==> src/rtl/debounce_ctrl.sv <==
// Debounce filter for one raw level input: synchronizer, then a 4-state FSM with a
// stability counter. A level change reaches q only after STABLE_CYCLES consecutive
// equal synchronized samples. rise/fall are one-cycle strobes aligned with the q change.
module debounce_ctrl #(
    parameter int unsigned SYNC_STAGES   = 2,
    parameter int unsigned STABLE_CYCLES = 4,
    parameter int unsigned CNT_W         = 8
) (
    input  logic clk,
    input  logic rst,
    input  logic din,
    input  logic en,
    output logic q,
    output logic rise,
    output logic fall,
    output logic busy
);

    typedef enum logic [1:0] {
        SLow  = 2'd0,
        SChkH = 2'd1,
        SHigh = 2'd2,
        SChkL = 2'd3
    } state_e;

    localparam logic [CNT_W-1:0] CntZero = '0;
    localparam logic [CNT_W-1:0] CntOne  = CNT_W'(1);
    localparam logic [CNT_W-1:0] CntLast = CNT_W'(STABLE_CYCLES - 1);

    logic [SYNC_STAGES-1:0] sync_q;
    logic                   din_s;

    state_e           state_q;
    logic [CNT_W-1:0] cnt_q;
    logic             q_q;
    logic             rise_q;
    logic             fall_q;
    logic             busy_q;

    // Synchronizer chain; free-running, not gated by en.
    always_ff @(posedge clk or posedge rst) begin
        if (rst) begin
            sync_q <= '0;
        end else begin
            sync_q <= {sync_q[SYNC_STAGES-2:0], din};
        end
    end

    assign din_s = sync_q[SYNC_STAGES-1];

    // Qualification FSM with registered level, strobes and busy flag.
    always_ff @(posedge clk or posedge rst) begin
        if (rst) begin
            state_q <= SLow;
            cnt_q   <= CntZero;
            q_q     <= 1'b0;
            rise_q  <= 1'b0;
            fall_q  <= 1'b0;
            busy_q  <= 1'b0;
        end else begin
            // Strobes last one cycle unless re-asserted below.
            rise_q <= 1'b0;
            fall_q <= 1'b0;
            unique case (state_q)
                SLow: begin
                    if (en && din_s) begin
                        state_q <= SChkH;
                        cnt_q   <= CntOne;
                        busy_q  <= 1'b1;
                    end
                end
                SChkH: begin
                    // A reverting sample beats a completing count.
                    if (!din_s || !en) begin
                        state_q <= SLow;
                        cnt_q   <= CntZero;
                        busy_q  <= 1'b0;
                    end else if (cnt_q == CntLast) begin
                        state_q <= SHigh;
                        cnt_q   <= CntZero;
                        q_q     <= 1'b1;
                        rise_q  <= 1'b1;
                        busy_q  <= 1'b0;
                    end else begin
                        cnt_q <= cnt_q + CntOne;
                    end
                end
                SHigh: begin
                    if (en && !din_s) begin
                        state_q <= SChkL;
                        cnt_q   <= CntOne;
                        busy_q  <= 1'b1;
                    end
                end
                SChkL: begin
                    if (din_s || !en) begin
                        state_q <= SHigh;
                        cnt_q   <= CntZero;
                        busy_q  <= 1'b0;
                    end else if (cnt_q == CntLast) begin
                        state_q <= SLow;
                        cnt_q   <= CntZero;
                        q_q     <= 1'b0;
                        fall_q  <= 1'b1;
                        busy_q  <= 1'b0;
                    end else begin
                        cnt_q <= cnt_q + CntOne;
                    end
                end
                default: begin
                    state_q <= SLow;
                    cnt_q   <= CntZero;
                    busy_q  <= 1'b0;
                end
            endcase
        end
    end

    assign q    = q_q;
    assign rise = rise_q;
    assign fall = fall_q;
    assign busy = busy_q;

endmodule

==> config.mk <==
export PLATFORM = sky130hd
export DESIGN_NAME = debounce_ctrl
export DESIGN_NICKNAME = d
export VERILOG_FILES = /design/src/rtl/debounce_ctrl.sv
export SDC_FILE = /design/constraint.sdc
export NUM_CORES = 1
export LEC_CHECK = 0
export ABC_AREA = 1
export CAP_MARGIN = 40
export CORE_UTILIZATION = 49
export DETAILED_ROUTE_END_ITERATION = 6
export GPL_TIMING_DRIVEN = 0
export PLACE_DENSITY_LB_ADDON = 0.05
export SLEW_MARGIN = 15
export SYNTH_ARGS = -nofsm -noshare
export SYNTH_HDL_FRONTEND = slang
export SYNTH_SLANG_ARGS = --single-unit
==> constraint.sdc <==
create_clock -name clk -period 1.15 [get_ports clk]
set_input_delay 0.1725 -clock clk [delete_from_list [all_inputs] [get_ports clk]]
set_output_delay 0.1725 -clock clk [all_outputs]
set_load 0.1 [all_outputs]
==> results of run 1 <==
-- synthesized netlist by cell type --
master | count | area share (%)
sky130_fd_sc_hd__a21oi_1 | 3 | 1.7
sky130_fd_sc_hd__dfrtp_1 | 16 | 45
sky130_fd_sc_hd__ha_1 | 1 | 1.4
sky130_fd_sc_hd__inv_1 | 18 | 7.6
sky130_fd_sc_hd__inv_2 | 2 | 0.85
sky130_fd_sc_hd__nand2_1 | 37 | 16
sky130_fd_sc_hd__nand2_2 | 3 | 2.1
sky130_fd_sc_hd__nand2_4 | 4 | 5.1
sky130_fd_sc_hd__nand3_1 | 11 | 6.2
sky130_fd_sc_hd__nand4_1 | 5 | 3.5
sky130_fd_sc_hd__nor2_1 | 12 | 5.1
sky130_fd_sc_hd__nor2_2 | 1 | 0.71
sky130_fd_sc_hd__nor2_4 | 1 | 1.3
sky130_fd_sc_hd__o21ai_0 | 5 | 2.8
sky130_fd_sc_hd__or2_0 | 1 | 0.71
-- final cells by class --
| type | count | area [µm²] | share of cell area, % |
|---|---|---|---|
| Sequential cell | 16 | 404 | 31.5 |
| Multi-Input combinational cell | 84 | 529 | 41.3 |
| Inverter | 20 | 75.1 | 5.85 |
| Timing Repair Buffer | 20 | 206 | 16.1 |
| Tap cell | 25 | 31.3 | 2.44 |
| Clock buffer | 4 | 36.3 | 2.83 |
-- what timing repair did --
item                       4_1_cts  5_1_grt
gates resized for setup         27       23
setup endpoints to repair       15       15
pin swaps                       11       10
buffers inserted                 7        4
-- routing by layer --
layer  GRT usage (%)  wire, µm  vias to the layer above
met2            39.1      1100                       11
met3            2.45        50                        5
li1                -         -                      425
met5               0         0                        -
met1            29.3       959                      421
met4            10.9        42                        0
-- through the flow --
stage                     cell area, µm²  worst slack [ps]  setup TNS [ps]  power, µW
after floorplan                      888             -22.1           -36.7       1540
final                               1280              -128            -579       2660
after detailed placement            1050              -344           -3160       1870
after global routing                1280              -182           -1420       2790
after global placement               990              -478           -4580       1740
after CTS                           1180              -155            -847       2490
-- worst max path at each step --
stage,start,to,slack [ps],depth (start not counted)
after floorplan,cnt_q[0],busy,-20,8
after global placement,q,q,-480,1
after detailed placement,en,cnt_q[0],-340,8
after CTS,cnt_q[0],busy,-150,8
after global routing,cnt_q[1],cnt_q[0],-180,7
final,cnt_q[1],cnt_q[0],-130,7
-- cell usage in the layout, fill, tap and decap left out, types with 2 or more instances in the layout --
cell / netlist / final
sky130_fd_sc_hd__inv_2: 2 / 7
sky130_fd_sc_hd__nand3_1: 11 / 7
sky130_fd_sc_hd__nand2_1: 37 / 32
sky130_fd_sc_hd__o21ai_0: 5 / 2
sky130_fd_sc_hd__buf_12: 0 / 4
sky130_fd_sc_hd__a21oi_1: 3 / 3
sky130_fd_sc_hd__nand2_4: 4 / 7
sky130_fd_sc_hd__clkdlybuf4s50_1: 0 / 3
sky130_fd_sc_hd__nand4_1: 5 / 5
sky130_fd_sc_hd__nand2_2: 3 / 4
sky130_fd_sc_hd__clkbuf_4: 0 / 3
sky130_fd_sc_hd__nor2_4: 1 / 7
sky130_fd_sc_hd__nor2_1: 12 / 6
sky130_fd_sc_hd__dfrtp_1: 16 / 13
sky130_fd_sc_hd__dfrtp_2: 0 / 3
sky130_fd_sc_hd__buf_4: 0 / 10
sky130_fd_sc_hd__nand3_2: 0 / 4
sky130_fd_sc_hd__inv_1: 18 / 13
sky130_fd_sc_hd__o21ai_1: 0 / 3
-- sequential cells by signal, indices dropped and copies added, names as in the netlist --
| name | cells |
|---|---|
| cnt_q | 8 |
| state_q | 2 |
| sync_q | 2 |
| rise | 1 |
| busy | 1 |
| q | 1 |
| fall | 1 |
-- cells by family (layout without fill, tap and decap cells) --
| kind of cell | after synthesis | in the layout | share of synthesized area (%) |
|---|---|---|---|
| AND/OR/NAND/NOR | 75 | 75 | 40.4 |
| buffers and inverters | 20 | 44 | 8.47 |
| flip-flops | 16 | 16 | 45.2 |
| AO/OA/AOI/OAI | 8 | 8 | 4.52 |
| adder cells (fa/ha/maj) | 1 | 1 | 1.41 |
-- where the power goes --
group | switching [µW] | total (µW) | internal, µW | leakage (µW)
registers | 140 | 825 | 685 | 0.000206
logic | 877 | 1450 | 573 | 0.000425
clock network | 189 | 382 | 193 | 0.0000210
-- critical path: stages (launching register included) --
cell and delay (ps):
sky130_fd_sc_hd__dfrtp_1 420, sky130_fd_sc_hd__ha_4 190, sky130_fd_sc_hd__nand2_4 60, sky130_fd_sc_hd__nor2_4 40, sky130_fd_sc_hd__nand2_4 120, sky130_fd_sc_hd__nand2_8 80, sky130_fd_sc_hd__or2_0 230, sky130_fd_sc_hd__nand2_1 70
==> impl_results.md, run 1 <==
* Initial antenna violation count at 0
* Effective utilization at floorplan at 51.9%
* Post-route DRC at 0
* Nets in the synthesized netlist at 125
* Number of cells produced by synthesis at 120
* Deepest clock path buffer count at 2
* Final setup violating endpoints at 12
* DPL Wire Length at 1310 µm
* Cell area after technology mapping at 886 µm²
* Data arrival time of the critical path at 1520 ps
* Final #Nets at 150
* Unrepaired setup endpoints after global routing: yes
* Vias in the first global route at 752
* Num rows at 15
* Clock tree from TritonCTS: yes
* Die width at 44.5 µm
* Critical path required time at 1400 ps
* DR vias/cell at 5.10
* Final Max Slew Viols at 0
* First-pass iteration count of the detailed router at 4
* Violations in the final reports: negative setup slack
* Max Clk Rate at 782 MHz
* Iter 0 DRT Violations at 11
* Detailed-route via count at 862
* Drt wl/cell at 12.8 µm
* Power per standard cell area at 2070 nW/µm²
* Worst Clk Skew at 8.93 ps
* Clk pin slew, worst setup/hold paths at 100 ps
* Number of placed instances, taps included at 156
* Worst-case register-to-register setup slack at -130 ps
* Seq/Total Area, Yosys at 45.2%
* Leak Pwr at 0.000652 µW
* Startpoint Class: flip-flop
* Transition at the pin with the smallest max-transition slack at 602 ps
* Maximum fanout along the worst path at 7
* Clk Latency, worst-skew pair at 300 ps
* Number of filler instances in the final layout at 114
* Maximum number of pins on one net before global-route repair at 17
* Final Hold Fails at 0
* Number of flip-flops and latches in the synthesized netlist at 16
* Fraction of the cycle the final worst path needs at 111%
* Launch instance of the worst register-to-register path: cnt_q[1]
* Run status: finished with violations
* Routed Wire Length at 2160 µm
* Largest vdd supply drop at 0.00158 V
* Max-Cap Viols at 0
* Aggregate global-route resource usage at 23.1%
* First-pass GRT wire length at 3240 µm
* Final cell count without fillers at 169
* Number of buffers created by CTS at 3
* Leftover overflow at the end of global routing at 0
* Worst Setup End Kind: flip-flop
* Root Buffer Master: sky130_fd_sc_hd__clkbuf_4
* Standard cell core area at 1710 µm²
* Final setup margin at -128 ps
* Worst Hold Slack at 230 ps
* Avg Inst Size Synth at 7.38 µm²
* Final core utilization at 75.1%
* Ant diodes at 0
* CTS hold repair buffers at 0
* Final GP Congestion at 0.889
* Reg-to-reg endpoint: cnt_q[0]
* Die outline height at 44.5 µm
* H-tree depth at 1
* Number of buffer cells added on primary ports at 7
* Routed Antenna Nets at 0
* Worst hold path class: input port to async pin
* Slew HR at 59.8%
* Distinct cells, synth at 15
* # clock sinks at 16
* Path depth of the worst reg2reg path at 7
* Total I/O pin count at 8
* Startpoint-to-endpoint class of the critical path: flip-flop to flip-flop
* Synth-to-Final Area Change at 44.8%
* Final critical path time including I/O delays and setup at 1280 ps
* Area of the die at 1980 µm²
* Yosys warning total at 0
* Share of layout cells above drive strength 1 at 38.9%
Power figures use the tool's default switching activity.
==> inputs of run 2 (changes only) <==
- CAP_MARGIN: 40 -> default
- CORE_UTILIZATION: 49 -> 50
- clock period: 1.15 -> 1.26 ns (I/O delays scaled with it)
==> run 2 against run 1 <==
  * The flow still finishes with violations (negative setup slack)
  * Maximum frequency grew 0.47%
  * Sequential power shrank 10%
  * Flip-flop and latch count is the same
  * Clock skew grew 1.7 ps
  * Combinational power shrank 33%
  * Critical path type unchanged
  * Critical endpoint unchanged
  * Highest routed layer unchanged
==> impl_results.md, run 2 (synthesis results as in run 1) <==
* First-pass iteration count of the detailed router at 6 (+2)
* DR vias/cell at 5.22 (+2.4%)
* Initial antenna violation count at 0 (unchanged)
* Violations in the final reports: negative setup slack
* Max reg flops at 8 (unchanged)
* Largest register by flop count: cnt_q
* Final Hold Fails at 0 (unchanged)
* Ant diodes at 0 (unchanged)
* Final setup margin at -12.2 ps (+116 ps)
* Final #Nets at 142 (-5.3%)
* Clk Latency, worst-skew pair at 310 ps (about the same)
* Fraction of power spent switching nets at 46.4% (+1.0 points)
* Launch instance of the worst register-to-register path: cnt_q[1]
* Most common cell after layout, fill and taps aside: sky130_fd_sc_hd__nand2_1
* Largest vdd supply drop at 0.00165 V (+4.3%)
* Leak Pwr at 0.000577 µW (-12%)
* Final critical path time including I/O delays and setup at 1270 ps (-5.97 ps)
* CP dominant cell by count: sky130_fd_sc_hd__nand2_2
* Iter 0 DRT Violations at 32 (+21)
* Root Buffer Master: sky130_fd_sc_hd__clkbuf_4
* Kind of cell adding the most delay to the critical path: simple AND/OR/NAND/NOR gates
* Final cell count without fillers at 152 (-10%)
* Max Clk Rate at 786 MHz (+0.47%)
* Number of placed instances, taps included at 143 (-8.3%)
* Vias in the first global route at 635 (-16%)
* Die outline height at 44.1 µm (-0.97%)
* Worst Path Buf+Inv at 0 (unchanged)
* Startpoint-to-endpoint class of the critical path: flip-flop to flip-flop
* Final setup violating endpoints at 2 (-10)
* Internal power at 1110 µW (-24%)
* Maximum fanout along the worst path at 7 (unchanged)
* Path depth of the worst reg2reg path at 7 (unchanged)
* Worst-case register-to-register setup slack at -10 ps (+120 ps)
* Num rows at 14 (-1)
* Final GP Congestion at 0.840 (-5.6%)
* Standard cell core area at 1580 µm² (-7.7%)
* Clock tree from TritonCTS: yes
* Worst hold path class: input port to async pin
* Critical-path cell list: ha_4 > nand2_2 > nor2_2 > nand2_2 > nand2_4 > or2_0 > nand2_1
* First-pass GRT wire length at 2900 µm (-10%)
* Clock Power Share at 17.0% (+2.6 points)
* H-tree depth at 1 (unchanged)
* Critical path required time at 1500 ps (+100 ps)
* Leftover overflow at the end of global routing at 0 (unchanged)
* Reg power frac at 35.9% (+4.8 points)
* Crit-path max cell delay at 430 ps (about the same)
* Die width at 44.1 µm (-0.97%)
* Worst Clk Skew at 10.7 ps (+1.73 ps)
* Slowest CP cell: sky130_fd_sc_hd__dfrtp_1
* Net switching power figure at 957 µW (-21%)
* Number of buffer cells added on primary ports at 7 (unchanged)
* Deepest clock path buffer count at 2 (unchanged)
* Number of buffers created by CTS at 3 (unchanged)
* Routed Antenna Nets at 0 (unchanged)
* Transition at the pin with the smallest max-transition slack at 590 ps (-12.4 ps)
* Unrepaired setup endpoints after global routing: yes
* Worst Setup End Kind: flip-flop
* Aggregate global-route resource usage at 21.2% (-1.9 points)
* Drt wl/cell at 12.4 µm (-2.8%)
* Power per standard cell area at 1930 nW/µm² (-6.7%)
* Max-Cap Viols at 0 (unchanged)
* Total I/O pin count at 8 (unchanged)
* Worst Hold Slack at 232 ps (+1.41 ps)
* Clk pin slew, worst setup/hold paths at 100 ps (about the same)
* Run status: finished with violations
* Post-route DRC at 0 (unchanged)
* Effective utilization at floorplan at 56.2% (+4.3 points)
* Most frequent cells in the layout: sky130_fd_sc_hd__nand2_1, sky130_fd_sc_hd__inv_1, sky130_fd_sc_hd__dfrtp_1
* Detailed-route via count at 794 (-7.9%)
* Slew HR at 60.6% (+0.83 points)
* # clock sinks at 16 (unchanged)
* Routed Wire Length at 1890 µm (-13%)
* Final core utilization at 67.7% (-7.4 points)
* Final Max Slew Viols at 0 (unchanged)
* Area of the die at 1940 µm² (-1.9%)
* Synth-to-Final Area Change at 20.5%
* Share of layout cells above drive strength 1 at 22.8% (-16 points)
* Reg-to-reg endpoint: cnt_q[0]
* Post-detailed-placement cell area at 976 µm² (-7.0%)
* Pre-CTS setup slack at -389 ps (-45.3 ps)
* Logic pwr share at 47.1% (-7.5 points)
* Post-route standard cell area excluding fillers at 1070 µm² (-17%)
* Maximum number of pins on one net before global-route repair at 17 (unchanged)
* Fraction of the cycle the final worst path needs at 101% (-10 points)
* Startpoint Class: flip-flop
* Data arrival time of the critical path at 1520 ps (about the same)
* Registers with the most flip-flops: cnt_q: 8 flops, state_q: 2 flops, sync_q: 2 flops
* DPL Wire Length at 1260 µm (-3.7%)
run 2: cell count changes in the layout (fill, tap and decap cells not counted), moves of 3 or more:
| cell | change |
|---|---|
| sky130_fd_sc_hd__buf_12 | -4 |
| sky130_fd_sc_hd__buf_4 | -3 |
| sky130_fd_sc_hd__inv_1 | +5 |
| sky130_fd_sc_hd__inv_2 | -5 |
| sky130_fd_sc_hd__nand2_1 | +4 |
| sky130_fd_sc_hd__nand3_1 | +4 |
| sky130_fd_sc_hd__nand3_2 | -4 |
| sky130_fd_sc_hd__nor2_1 | +3 |
| sky130_fd_sc_hd__nor2_2 | +3 |
| sky130_fd_sc_hd__nor2_4 | -6 |
run 2: cell type report:
cell class	instances	area (µm²)
fillers	136	509
multi-input cells	84	438
flip-flops and latches	16	403
repair buffers	12	95.1
inverters	20	75.1
clock buffers	4	36.3
well taps	16	20.0
run 2: what timing repair did:
action | in CTS | in global routing
hold buffers | 0 | 0
setup endpoints to repair | 12 | 12
buffers inserted | 3 | 2
cloned | 0 | 0
pin swaps | 0 | 4
gates resized for setup | 24 | 9
run 2: power groups by stage:
stage / registers (µW) / logic, µW / clock network (µW)
global route: 754 / 1070 / 380
floorplan: 947 / 453 / 0
global placement: 737 / 839 / 0
CTS: 719 / 918 / 358
finish: 741 / 971 / 350
detailed placement: 742 / 849 / 0
run 2: routing by layer:
layer	GRT usage, %	vias up	share of wire, %
met5	0	-	0
li1	-	409	-
met3	7.35	2	5.1
met2	31.2	19	48
met4	7.27	0	1.1
met1	29.3	364	46
run 2: worst max-delay path by stage:
stage	startpoint	to	depth (start not counted)
finish	cnt_q[1]	cnt_q[0]	7
global route	cnt_q[3]	cnt_q[7]	8
CTS	cnt_q[0]	cnt_q[7]	8
detailed placement	busy	busy	1
global placement	busy	busy	1
floorplan	cnt_q[0]	cnt_q[0]	7
run 2: per-stage QoR:
| stage | TNS [ps] | total power, µW |
|---|---|---|
| final | -16.5 | 2060 |
| after global routing | -349 | 2200 |
| after CTS | 0 | 1990 |
| after detailed placement | -3130 | 1590 |
| after global placement | -3090 | 1580 |
| after floorplan | 0 | 1400 |
